`config.mk`:
```
export PLATFORM = sky130hd
export DESIGN_NAME = uart_cmd_rx_flat
export DESIGN_NICKNAME = d
export VERILOG_FILES = /design/src/rtl/uart_cmd_if.sv /design/src/rtl/uart_cmd_rx.sv /design/src/flat_wrapper.sv
export SDC_FILE = /design/constraint.sdc
export NUM_CORES = 1
export LEC_CHECK = 0
export ABC_AREA = 1
export BUFFER_PORTS_ARGS = -buffer_cell sky130_fd_sc_hd__buf_2
export CORE_MARGIN = 2
export CORE_UTILIZATION = 45
export CTS_CLUSTER_SIZE = 16
export DETAILED_ROUTE_END_ITERATION = 16
export MAX_ROUTING_LAYER = met4
export PLACE_DENSITY_LB_ADDON = 0.3
export SYNTH_ARGS = -nofsm -noshare
export SYNTH_HDL_FRONTEND = slang
export SYNTH_SLANG_ARGS = --single-unit
```
`constraint.sdc`:
```
create_clock -name clk -period 2.4 [get_ports clk]
set_clock_uncertainty 0.1 [all_clocks]
set_input_delay 0.48 -clock clk [delete_from_list [all_inputs] [get_ports clk]]
set_output_delay 0.48 -clock clk [all_outputs]
set_load 0.02 [all_outputs]
```
`src/rtl/uart_cmd_if.sv`:
```
// Signal bundle between the drive-command UART receiver and its line/motor-driver side.
// The slave modport is the receiver's view; the master modport drives the line and reads the decoded command.
interface uart_cmd_if;
  logic       uart_in;
  logic [3:0] move_cmd;
  logic [3:0] speed_level;
  logic       cmd_valid;
  logic       frame_err;
  logic       link_timeout;

  modport master (
    output uart_in,
    input  move_cmd, speed_level, cmd_valid, frame_err, link_timeout
  );

  modport slave (
    input  uart_in,
    output move_cmd, speed_level, cmd_valid, frame_err, link_timeout
  );
endinterface

```
`src/rtl/uart_cmd_rx.sv`:
```
// 8N1 UART receiver that decodes each byte into a latched move_cmd/speed_level pair,
// with a link watchdog that forces STOP when accepted frames stop arriving.
module uart_cmd_rx #(
  parameter int CLKS_PER_BIT = 434,
  parameter int TIMEOUT_CLKS = 25_000_000
) (
  input logic       clk,
  input logic       rst,
  uart_cmd_if.slave bus
);
  localparam int CNT_W = $clog2(CLKS_PER_BIT);
  localparam int WD_W  = $clog2(TIMEOUT_CLKS);

  localparam logic [CNT_W-1:0] HALF_LAST = CNT_W'((CLKS_PER_BIT - 1) / 2);
  localparam logic [CNT_W-1:0] BIT_LAST  = CNT_W'(CLKS_PER_BIT - 1);
  localparam logic [CNT_W-1:0] CNT_ONE   = CNT_W'(1);
  localparam logic [WD_W-1:0]  WD_LAST   = WD_W'(TIMEOUT_CLKS - 1);
  localparam logic [WD_W-1:0]  WD_ONE    = WD_W'(1);
  localparam logic [3:0]       MOVE_STOP = 4'b1000;

  localparam logic [2:0] S_IDLE  = 3'd0;
  localparam logic [2:0] S_START = 3'd1;
  localparam logic [2:0] S_DATA  = 3'd2;
  localparam logic [2:0] S_STOP  = 3'd3;
  localparam logic [2:0] S_DONE  = 3'd4;

  logic             r_sync1;
  logic             r_sync2;
  logic             r_armed;
  logic [2:0]       r_state;
  logic [CNT_W-1:0] r_bit_cnt;
  logic [2:0]       r_idx;
  logic [7:0]       r_shift;
  logic [3:0]       r_move;
  logic [3:0]       r_speed;
  logic             r_cmd_valid;
  logic             r_frame_err;
  logic [WD_W-1:0]  r_wd_cnt;
  logic             r_timeout;

  logic w_code_legal;
  logic w_stop_sample;
  logic w_accept;

  assign w_code_legal  = (r_shift[3:0] <= 4'd8);
  assign w_stop_sample = (r_state == S_STOP) && (r_bit_cnt == BIT_LAST);
  assign w_accept      = w_stop_sample && r_sync2 && w_code_legal;

  // r_armed blocks a new start until the line has been seen high, so a stuck-low
  // line or a reset released mid-frame cannot retrigger the receiver.
  always_ff @(posedge clk or posedge rst) begin
    if (rst) begin
      r_sync1     <= 1'b0;
      r_sync2     <= 1'b0;
      r_armed     <= 1'b0;
      r_state     <= S_IDLE;
      r_bit_cnt   <= '0;
      r_idx       <= 3'd0;
      r_shift     <= 8'd0;
      r_move      <= MOVE_STOP;
      r_speed     <= 4'd0;
      r_cmd_valid <= 1'b0;
      r_frame_err <= 1'b0;
    end else begin
      r_sync1     <= bus.uart_in;
      r_sync2     <= r_sync1;
      r_cmd_valid <= 1'b0;
      r_frame_err <= 1'b0;
      if (r_sync2) r_armed <= 1'b1;
      case (r_state)
        S_IDLE: begin
          if (!r_sync2 && r_armed) begin
            r_state   <= S_START;
            r_bit_cnt <= '0;
          end
        end
        S_START: begin
          if (r_bit_cnt == HALF_LAST) begin
            r_bit_cnt <= '0;
            r_idx     <= 3'd0;
            r_state   <= r_sync2 ? S_IDLE : S_DATA;
          end else begin
            r_bit_cnt <= r_bit_cnt + CNT_ONE;
          end
        end
        S_DATA: begin
          if (r_bit_cnt == BIT_LAST) begin
            r_bit_cnt      <= '0;
            r_shift[r_idx] <= r_sync2;
            if (r_idx == 3'd7) r_state <= S_STOP;
            else               r_idx   <= r_idx + 3'd1;
          end else begin
            r_bit_cnt <= r_bit_cnt + CNT_ONE;
          end
        end
        S_STOP: begin
          if (w_stop_sample) begin
            r_bit_cnt <= '0;
            if (w_accept) begin
              r_state     <= S_DONE;
              r_cmd_valid <= 1'b1;
              r_move      <= r_shift[3:0];
              r_speed     <= r_shift[7:4];
            end else begin
              r_state     <= S_IDLE;
              r_frame_err <= 1'b1;
              if (!r_sync2) r_armed <= 1'b0;
            end
          end else begin
            r_bit_cnt <= r_bit_cnt + CNT_ONE;
          end
        end
        S_DONE:  r_state <= S_IDLE;
        default: r_state <= S_IDLE;
      endcase
    end
  end

  // Watchdog: an accepted frame always wins over expiry in the same cycle.
  always_ff @(posedge clk or posedge rst) begin
    if (rst) begin
      r_wd_cnt  <= '0;
      r_timeout <= 1'b0;
    end else if (w_accept) begin
      r_wd_cnt  <= '0;
      r_timeout <= 1'b0;
    end else if (!r_timeout) begin
      if (r_wd_cnt == WD_LAST) r_timeout <= 1'b1;
      else                     r_wd_cnt  <= r_wd_cnt + WD_ONE;
    end
  end

  assign bus.move_cmd     = r_timeout ? MOVE_STOP : r_move;
  assign bus.speed_level  = r_speed;
  assign bus.cmd_valid    = r_cmd_valid;
  assign bus.frame_err    = r_frame_err;
  assign bus.link_timeout = r_timeout;
endmodule

```
`src/flat_wrapper.sv`:
```
// flat-port wrapper written by rule: the top's interface ports become plain ports
module uart_cmd_rx_flat 
#(
  parameter int CLKS_PER_BIT = 434,
  parameter int TIMEOUT_CLKS = 25_000_000
)
  (clk, rst, bus_uart_in, bus_move_cmd, bus_speed_level, bus_cmd_valid, bus_frame_err, bus_link_timeout);
  uart_cmd_if bus_i ();
  input logic clk;
  input logic rst;
  input wire logic [$bits(bus_i.uart_in)-1:0] bus_uart_in;
  output wire logic [$bits(bus_i.move_cmd)-1:0] bus_move_cmd;
  output wire logic [$bits(bus_i.speed_level)-1:0] bus_speed_level;
  output wire logic [$bits(bus_i.cmd_valid)-1:0] bus_cmd_valid;
  output wire logic [$bits(bus_i.frame_err)-1:0] bus_frame_err;
  output wire logic [$bits(bus_i.link_timeout)-1:0] bus_link_timeout;
  assign bus_i.uart_in = bus_uart_in;
  assign bus_move_cmd = bus_i.move_cmd;
  assign bus_speed_level = bus_i.speed_level;
  assign bus_cmd_valid = bus_i.cmd_valid;
  assign bus_frame_err = bus_i.frame_err;
  assign bus_link_timeout = bus_i.link_timeout;
  uart_cmd_rx #(.CLKS_PER_BIT(CLKS_PER_BIT), .TIMEOUT_CLKS(TIMEOUT_CLKS)) u_core (.clk(clk), .rst(rst), .bus(bus_i));
endmodule
```
==> impl_table.tex, run 1 <==
\begin{tabular}{lr}
\hline
Metric & Value \\
\hline
\multicolumn{2}{l}{\textbf{Outcome}} \\
\quad Run status & completed \\
\multicolumn{2}{l}{\textbf{Worst setup path}} \\
\quad Worst R2R Start & u\_core.r\_wd\_cnt[0] \\
\quad Crit-path max FO & 25 \\
\quad WP data required & 2.58 ns \\
\quad Reg-to-reg critical path endpoint & u\_core.r\_wd\_cnt[14] \\
\quad Kind of start point of the critical path & flip-flop \\
\quad Register-to-Register Path Depth & 10 \\
\quad CP Capture Type & flip-flop \\
\quad R2R setup slack & between 0.15 and 0.2 ns \\
\quad Worst Path Class, Setup & reg -> reg \\
\quad Crit path DAT & 2.39 ns \\
\multicolumn{2}{l}{\textbf{Drt}} \\
\quad Mean number of vias per cell & 4.99 \\
\quad Post-detailed-route wirelength per cell & 11.8 um \\
\quad Final routed DRC violation total & 0 \\
\quad Via count & 3049 \\
\quad TritonRoute pass-1 iters & 4 \\
\quad Iteration-0 DRC Markers & about 150 \\
\quad Aggregate routed wire length & 7200 um \\
\quad Post-route ant nets & 0 \\
\multicolumn{2}{l}{\textbf{Place}} \\
\quad Final GP Congestion & 0.927 \\
\quad Placed cell count & 595 \\
\quad Post-detailed-placement half-perimeter wirelength & 5090 um \\
\quad Worst slack after detailed placement & $\sim$0.23 ns \\
\quad Buffers added on ports & 13 \\
\multicolumn{2}{l}{\textbf{Floorplan}} \\
\quad Die area & about 0.0085 sq mm \\
\quad Number of standard-cell rows in the floorplan & 32 \\
\quad Die span in y & a little over 90 um \\
\quad \# IOs & 14 \\
\quad Core area & 0.00761 sq mm \\
\quad Horizontal die dimension & 92.0 um \\
\quad Initial Util & 45.8\% \\
\multicolumn{2}{l}{\textbf{Synthesis}} \\
\quad Number of synthesis warnings & 0 \\
\quad Fraction of synthesized cell area taken by the top area cell type & between 40\% and 50\% \\
\quad Netlist area before placement & $\sim$0.0035 sq mm \\
\quad Portion of the post-synthesis area used by sequential elements & 44.6\% \\
\quad Post-Synthesis Cells & 485 \\
\quad Post-synthesis sequential element count & 62 \\
\quad Dominant cell type by area after synthesis & sky130\_fd\_sc\_hd\_\_dfrtp\_1 \\
\quad Top cells by area in the synthesized netlist & sky130\_fd\_sc\_hd\_\_dfrtp\_1, sky130\_fd\_sc\_hd\_\_nand2\_1, sky130\_fd\_sc\_hd\_\_nor2\_1, sky130\_fd\_sc\_hd\_\_nand3\_1, sky130\_fd\_sc\_hd\_\_inv\_1 \\
\quad Mean Syn Cell Area & around 7.2 sq um \\
\quad Syn nets & 494 \\
\quad Number of distinct standard cells referenced by the synthesized netlist & 25 \\
\multicolumn{2}{l}{\textbf{Pwr}} \\
\quad Portion of total power attributed to sequential cells & $\sim$46\% \\
\quad Leakage & roughly 1.9 nW \\
\quad Overall power of the completed layout & 2.48 mW \\
\quad Power density over cell area & 640 mW/mm\^{}2 \\
\quad Switching pwr & 0.775 mW \\
\quad Clock share of power & 38.1\% \\
\quad Maximum VDD drop & 0.000530 V \\
\quad Cell internal pwr & 1.70 mW \\
\quad Sw frac & 31.3\% \\
\quad Combinational share of power & 15.6\% \\
\multicolumn{2}{l}{\textbf{STA}} \\
\quad Least-Margin Pin Slew & 0.431 ns \\
\quad Final hold viol count & 0 \\
\quad Final worst path period need & 2.21 ns \\
\quad Maximum operating frequency & 0.452 GHz \\
\quad Unrepaired setup endpoints after global routing & false \\
\quad Final Cycle Share & 92.2\% \\
\quad Slew Limit Fails & 0 \\
\quad Setup\_tns & 0 ns \\
\quad Final setup violating endpoints & 0 \\
\quad Slew HR & between 70 and 80\% \\
\quad Final WS setup & about 0.19 ns \\
\multicolumn{2}{l}{\textbf{Clocking}} \\
\quad Setup repair bufs after CTS & 0 \\
\quad Inserted Clock Buffers & 9 \\
\quad CTS tree & done \\
\quad Number of H-tree levels & 3 \\
\quad Number of sinks on the clock net & 62 \\
\quad Reg clk slew, reported paths & 0.08 ns \\
\quad CTS-repair resized insts & 0 \\
\quad Clk\_lat worst skew & around 0.35 ns \\
\quad Hold buffer count at cts & 0 \\
\quad Cell at the root of the clock tree & sky130\_fd\_sc\_hd\_\_clkbuf\_8 \\
\quad Clock Tree Buf Depth & 2 \\
\multicolumn{2}{l}{\textbf{Cells and area}} \\
\quad Fraction of layout instances using a drive strength above 1 & 9.43\% \\
\quad Final cell count without fillers & 611 \\
\quad Final Util & 50.9\% \\
\quad Final net count & 513 \\
\quad Count of inserted antenna diode cells & 0 \\
\quad Synthesis-to-finish area growth & 11.1\% \\
\multicolumn{2}{l}{\textbf{Run}} \\
\quad Number of max-capacitance violations reported & 0 \\
\multicolumn{2}{l}{\textbf{GRT}} \\
\quad Number of antenna violations at the first check in global routing & 0 \\
\quad Vias in the first global route & $\sim$3100 \\
\quad Global-route wire length before repair & around 13000 um \\
\quad Total grt overflow & 0 \\
\quad Maximum number of pins on one net before global-route repair & 63 \\
\quad GRT Util Overall & approximately 20\% \\
\multicolumn{2}{l}{\textbf{Min path}} \\
\quad Path class of the lowest-slack min-delay path & in -> async \\
\hline
\end{tabular}
==> Yosys cell counts <==
master / count
sky130_fd_sc_hd__a21oi_1: 9
sky130_fd_sc_hd__buf_2: 6
sky130_fd_sc_hd__buf_6: 2
sky130_fd_sc_hd__clkbuf_1: 2
sky130_fd_sc_hd__dfrtp_1: 61
sky130_fd_sc_hd__dfstp_2: 1
sky130_fd_sc_hd__ha_1: 6
sky130_fd_sc_hd__inv_1: 46
sky130_fd_sc_hd__inv_2: 2
sky130_fd_sc_hd__nand2_1: 184
sky130_fd_sc_hd__nand3_1: 37
sky130_fd_sc_hd__nand3_2: 2
sky130_fd_sc_hd__nand3b_1: 4
sky130_fd_sc_hd__nand4_1: 21
sky130_fd_sc_hd__nor2_1: 60
sky130_fd_sc_hd__nor2_2: 1
sky130_fd_sc_hd__nor2_4: 2
sky130_fd_sc_hd__nor2_8: 1
sky130_fd_sc_hd__nor3_1: 1
sky130_fd_sc_hd__o211ai_1: 1
sky130_fd_sc_hd__o21ai_0: 15
sky130_fd_sc_hd__o21ai_1: 5
sky130_fd_sc_hd__o21bai_1: 3
sky130_fd_sc_hd__or2_2: 4
sky130_fd_sc_hd__xor2_1: 9
==> final cells by class <==
class,instances,area (sq um)
Timing Repair Buffer,18,115
Clock buffer,9,124
Multi-Input combinational cell,365,1690
Sequential cell,62,1550
Tap cell,102,128
Inverter,48,180
Clock inverter,7,80.1
Fill cell,764,3740
==> cell usage in the layout, fill, tap and decap left out <==
cell and instances:
sky130_fd_sc_hd__nand2_1 184, sky130_fd_sc_hd__dfrtp_1 61, sky130_fd_sc_hd__nor2_1 60, sky130_fd_sc_hd__inv_1 45, sky130_fd_sc_hd__nand3_1 37, sky130_fd_sc_hd__nand4_1 21
sky130_fd_sc_hd__o21ai_0 15, sky130_fd_sc_hd__buf_2 13, sky130_fd_sc_hd__xor2_1 9, sky130_fd_sc_hd__a21oi_1 9, sky130_fd_sc_hd__clkbuf_8 9, sky130_fd_sc_hd__ha_1 6
sky130_fd_sc_hd__o21ai_1 5, sky130_fd_sc_hd__or2_2 4, sky130_fd_sc_hd__nand3b_1 4, sky130_fd_sc_hd__buf_4 4, sky130_fd_sc_hd__inv_2 3, sky130_fd_sc_hd__o21bai_1 3
sky130_fd_sc_hd__inv_6 3, sky130_fd_sc_hd__nand3_2 2, sky130_fd_sc_hd__nor2_4 2, sky130_fd_sc_hd__clkinvlp_4 2, sky130_fd_sc_hd__nor3_1 1, sky130_fd_sc_hd__o211ai_1 1
sky130_fd_sc_hd__nor2_2 1, sky130_fd_sc_hd__nor2_8 1, sky130_fd_sc_hd__bufinv_16 1, sky130_fd_sc_hd__clkinv_4 1, sky130_fd_sc_hd__buf_12 1, sky130_fd_sc_hd__dfstp_2 1
==> per-layer routing <==
layer | share of wire, % | track usage, %
met5 | 0 | -
met4 | 0.61 | 6.34
met3 | 2.4 | 4.68
met2 | 50 | 32.7
met1 | 47 | 23.7
==> power by group through the flow <==
stage                     clock, mW  combinational (mW)  sequential (mW)
final                         0.944               0.386             1.15
after detailed placement          0               0.389             1.17
after floorplan                   0               0.314             1.14
after global placement            0               0.374             1.16
after global routing           1.01               0.456             1.16
after CTS                     0.973               0.392             1.15
==> worst max-delay path, cell delays in order (launching register included) <==
cell and delay (ns):
sky130_fd_sc_hd__dfrtp_1 0.45, sky130_fd_sc_hd__ha_1 0.31, sky130_fd_sc_hd__nand3_2 0.17, sky130_fd_sc_hd__nor2_4 0.19, sky130_fd_sc_hd__nand3_2 0.09, sky130_fd_sc_hd__nor2_2 0.16
sky130_fd_sc_hd__nor2_4 0.04, sky130_fd_sc_hd__buf_4 0.18, sky130_fd_sc_hd__nor2_8 0.28, sky130_fd_sc_hd__nand2_1 0.10, sky130_fd_sc_hd__nand2_1 0.08
==> logic make-up (layout without fill, tap and decap cells) <==
family	count (synthesis)	in the layout	synth area share, %
flops	62	62	44.6
buf+inv	58	82	6.90
simple gates	317	317	39.1
compound gates	33	33	5.03
fa+ha+maj	6	6	2.16
xor+xnor	9	9	2.26
==> stage by stage <==
stage          hold WS (ns)  instance area, sq um
3_5_place_dp          0.248                  3670
5_1_grt               0.107                  3870
6_report             0.0780                  3870
2_1_floorplan         0.231                  3480
3_3_place_gp          0.238                  3670
4_1_cts              0.0903                  3870
==> registers in the layout, indices dropped and copies added (netlist names) <==
signal / cells
u_core.r_move: 4
u_core.r_idx: 3
u_core.bus.cmd_valid: 1
u_core.bus.speed_level: 4
u_core.bus.link_timeout: 1
u_core.bus.frame_err: 1
u_core.r_armed: 1
u_core.r_state: 3
u_core.r_bit_cnt: 9
u_core.r_sync1: 1
u_core.r_wd_cnt: 25
u_core.r_shift: 8
u_core.r_sync2: 1
==> how the worst max path moves through the flow <==
stage | cells after the start | from | slack (ns) | endpoint
after floorplan | 1 | rst | 0.28 | u_core.bus.cmd_valid
after global routing | 10 | u_core.r_wd_cnt[0] | 0.01 | u_core.r_wd_cnt[14]
final | 10 | u_core.r_wd_cnt[0] | 0.19 | u_core.r_wd_cnt[14]
after detailed placement | 10 | u_core.r_wd_cnt[0] | 0.23 | u_core.r_wd_cnt[4]
after global placement | 10 | u_core.r_wd_cnt[0] | 0.31 | u_core.r_wd_cnt[8]
after CTS | 10 | u_core.r_wd_cnt[0] | 0.19 | u_core.r_wd_cnt[14]
Note: power is estimated with default switching activity, not from simulation.
==> run 2: changes to the inputs <==
- BUFFER_PORTS_ARGS: -buffer_cell sky130_fd_sc_hd__buf_2 -> unset
- DONT_BUFFER_PORTS: unset -> 1
==> impl_table.tex, run 2 (synthesized netlist as in run 1, its figures left out) <==
\begin{tabular}{lr}
\hline
Metric & Value \\
\hline
\multicolumn{2}{l}{\textbf{Worst setup path}} \\
\quad Kind of start point of the critical path & flip-flop \\
\quad Crit path DAT & 2.24 ns \\
\quad Chain of cells forming the critical path & ha\_1 > nand3\_2 > nor2\_4 > nand3\_2 > nor2\_2 > nor2\_4 > nor2\_8 > nand2\_1 > nand2\_1 \\
\quad WP data required & 2.57 ns \\
\quad Worst Path Class, Setup & reg -> reg \\
\quad Buffering stage count on the worst path with inverters included & 0 \\
\quad CP Capture Type & flip-flop \\
\quad Kind of cell adding the most delay to the critical path & simple AND/OR/NAND/NOR gates \\
\quad Maximum cell stage delay along the critical path & 0.44 ns \\
\quad Cell type of the slowest stage on the worst timing path & sky130\_fd\_sc\_hd\_\_dfrtp\_1 \\
\quad Crit-path max FO & 25 \\
\multicolumn{2}{l}{\textbf{Clocking}} \\
\quad Setup repair bufs after CTS & 0 \\
\quad Clk\_lat worst skew & 0.33 ns \\
\quad Number of H-tree levels & 3 \\
\quad CTS tree & done \\
\quad Reg clk slew, reported paths & 0.07 ns \\
\quad Clock Tree Buf Depth & 2 \\
\quad Inserted Clock Buffers & 9 \\
\quad Cell at the root of the clock tree & sky130\_fd\_sc\_hd\_\_clkbuf\_8 \\
\quad Number of sinks on the clock net & 62 \\
\multicolumn{2}{l}{\textbf{Pwr}} \\
\quad Overall power of the completed layout & 2.66 mW \\
\quad Power density over cell area & 691 mW/mm\^{}2 \\
\quad Leakage & 1.84 nW \\
\quad Maximum VDD drop & approximately 0.00056 V \\
\multicolumn{2}{l}{\textbf{Floorplan}} \\
\quad Core area & approximately 0.0076 sq mm \\
\quad Initial Util & roughly 46\% \\
\quad Number of standard-cell rows in the floorplan & 32 \\
\quad Die area & 0.00846 sq mm \\
\quad \# IOs & 14 \\
\quad Die span in y & 92.0 um \\
\quad Horizontal die dimension & $\sim$92 um \\
\multicolumn{2}{l}{\textbf{Place}} \\
\quad Post-detailed-placement half-perimeter wirelength & 5260 um \\
\quad Final GP Congestion & 0.911 \\
\quad Buffers added on ports & 0 \\
\quad Worst slack after detailed placement & 0.347 ns \\
\quad Placed cell count & 582 \\
\multicolumn{2}{l}{\textbf{STA}} \\
\quad Final hold viol count & 0 \\
\quad Slew Limit Fails & 0 \\
\quad Maximum operating frequency & 0.484 GHz \\
\quad Slew HR & around 67\% \\
\quad Final worst path period need & approximately 2.1 ns \\
\quad Final Cycle Share & 86.2\% \\
\quad Least-Margin Pin Slew & 0.495 ns \\
\quad Setup\_tns & 0 ns \\
\quad Unrepaired setup endpoints after global routing & false \\
\quad Final setup violating endpoints & 0 \\
\quad Final WS setup & 0.332 ns \\
\multicolumn{2}{l}{\textbf{Cells and area}} \\
\quad Layout fillers & 717 \\
\quad Largest Register & u\_core.r\_wd\_cnt \\
\quad Synthesis-to-finish area growth & 10.8\% \\
\quad Leading cell type in the layout, fill and taps excluded & sky130\_fd\_sc\_hd\_\_nand2\_1 \\
\quad Top Registers & u\_core.r\_wd\_cnt (25), u\_core.r\_bit\_cnt (9), u\_core.r\_shift (8) \\
\quad Multi-input gate area & between 0.0015 and 0.002 sq mm \\
\quad Count of inserted antenna diode cells & 0 \\
\quad Max FFs per register & 25 \\
\quad Final net count & 501 \\
\quad Fraction of layout instances using a drive strength above 1 & 6.84\% \\
\quad Most used cells in the layout excluding fill and tap cells & sky130\_fd\_sc\_hd\_\_nand2\_1, sky130\_fd\_sc\_hd\_\_dfrtp\_1, sky130\_fd\_sc\_hd\_\_nor2\_1, sky130\_fd\_sc\_hd\_\_inv\_1, sky130\_fd\_sc\_hd\_\_nand3\_1 \\
\quad Register area & 0.00155 sq mm \\
\quad Final cell count without fillers & approximately 600 \\
\multicolumn{2}{l}{\textbf{Drt}} \\
\quad Mean number of vias per cell & roughly 5 \\
\quad Via count & 3046 \\
\quad Final routed DRC violation total & 0 \\
\quad Post-detailed-route wirelength per cell & 12.2 um \\
\quad TritonRoute pass-1 iters & 4 \\
\quad Aggregate routed wire length & 7310 um \\
\quad Post-route ant nets & 0 \\
\quad Iteration-0 DRC Markers & 146 \\
\multicolumn{2}{l}{\textbf{GRT}} \\
\quad GRT Util Overall & 20.2\% \\
\quad Vias in the first global route & approximately 3100 \\
\quad Global-route wire length before repair & 13400 um \\
\quad Number of antenna violations at the first check in global routing & 0 \\
\quad Total grt overflow & 0 \\
\quad Maximum number of pins on one net before global-route repair & 38 \\
\multicolumn{2}{l}{\textbf{Run}} \\
\quad Number of max-capacitance violations reported & 0 \\
\multicolumn{2}{l}{\textbf{Outcome}} \\
\quad Run status & completed \\
\multicolumn{2}{l}{\textbf{Min path}} \\
\quad Path class of the lowest-slack min-delay path & in -> reg \\
\hline
\end{tabular}
## run 2: changes by cell type in the layout (fill, tap and decap cells not counted)
| cell | change |
|---|---|
| sky130_fd_sc_hd__clkbuf_8 | +1 |
| sky130_fd_sc_hd__buf_2 | -13 |
| sky130_fd_sc_hd__dlygate4sd3_1 | +1 |
| sky130_fd_sc_hd__bufinv_16 | +2 |
| sky130_fd_sc_hd__clkinvlp_4 | -1 |
| sky130_fd_sc_hd__clkbuf_1 | +1 |
| sky130_fd_sc_hd__inv_6 | -3 |
## run 2: stage by stage
step | util, % | hold WS [ns] | instance area [sq um]
floorplan | - | 0.231 | 3480
global placement | 47.3 | 0.235 | 3600
detailed placement | 47.3 | 0.246 | 3600
CTS | 50.7 | 0.0493 | 3860
global route | 50.7 | 0.0335 | 3860
finish | 50.7 | 0.0696 | 3860
## run 2: area by class of cell
class / count / share of cell area [%]
clock buffer: 11 / 3.66
inverter: 48 / 4.67
timing repair buffer: 6 / 1.56
sequential: 62 / 40.2
clock inverter: 5 / 2.76
tap: 102 / 3.31
multi-input combinational: 365 / 43.8
## run 2: worst register-to-register path, cell delays in order (launching register included)
cell,delay [ns]
sky130_fd_sc_hd__dfrtp_1,0.44
sky130_fd_sc_hd__ha_1,0.30
sky130_fd_sc_hd__nand3_2,0.17
sky130_fd_sc_hd__nor2_4,0.19
sky130_fd_sc_hd__nand3_2,0.08
sky130_fd_sc_hd__nor2_2,0.16
sky130_fd_sc_hd__nor2_4,0.08
sky130_fd_sc_hd__nor2_8,0.31
sky130_fd_sc_hd__nand2_1,0.10
sky130_fd_sc_hd__nand2_1,0.08
## run 2: routing by layer
metal	routed length (um)	global-route usage (%)	vias up
li1	-	-	1555
met1	3460	23.3	1438
met2	3570	33.5	42
met3	171	5.83	11
met4	121	7.34	0
met5	0	-	-
## run 2: where the power goes
| part | total [mW] | internal, mW | switching (mW) | leakage, nW |
|---|---|---|---|---|
| clock | 1.13 | 0.720 | 0.409 | 0.120 |
| sequential | 1.15 | 1.09 | 0.0538 | 0.831 |
| combinational | 0.390 | 0.119 | 0.270 | 0.888 |
## run 2: timing repair
action                                 CTS  global route
hold buffers                             1             0
endpoints found under the hold margin   21             0
resized for setup                        0             0
## run 2: worst paths after layout
path	start	depth (start not counted)	slack [ns]	to
hold / removal	bus_uart_in	0	0.07	u_core.r_sync1
hold reg to reg	u_core.r_sync1	0	0.26	u_core.r_sync2
setup / recovery	u_core.r_wd_cnt[0]	9	0.33	u_core.r_wd_cnt[22]
setup reg to reg	u_core.r_wd_cnt[0]	9	0.33	u_core.r_wd_cnt[22]
max in group asynchronous	rst	3	1.09	u_core.r_move[3]
min in group asynchronous	rst	2	0.53	u_core.r_bit_cnt[7]
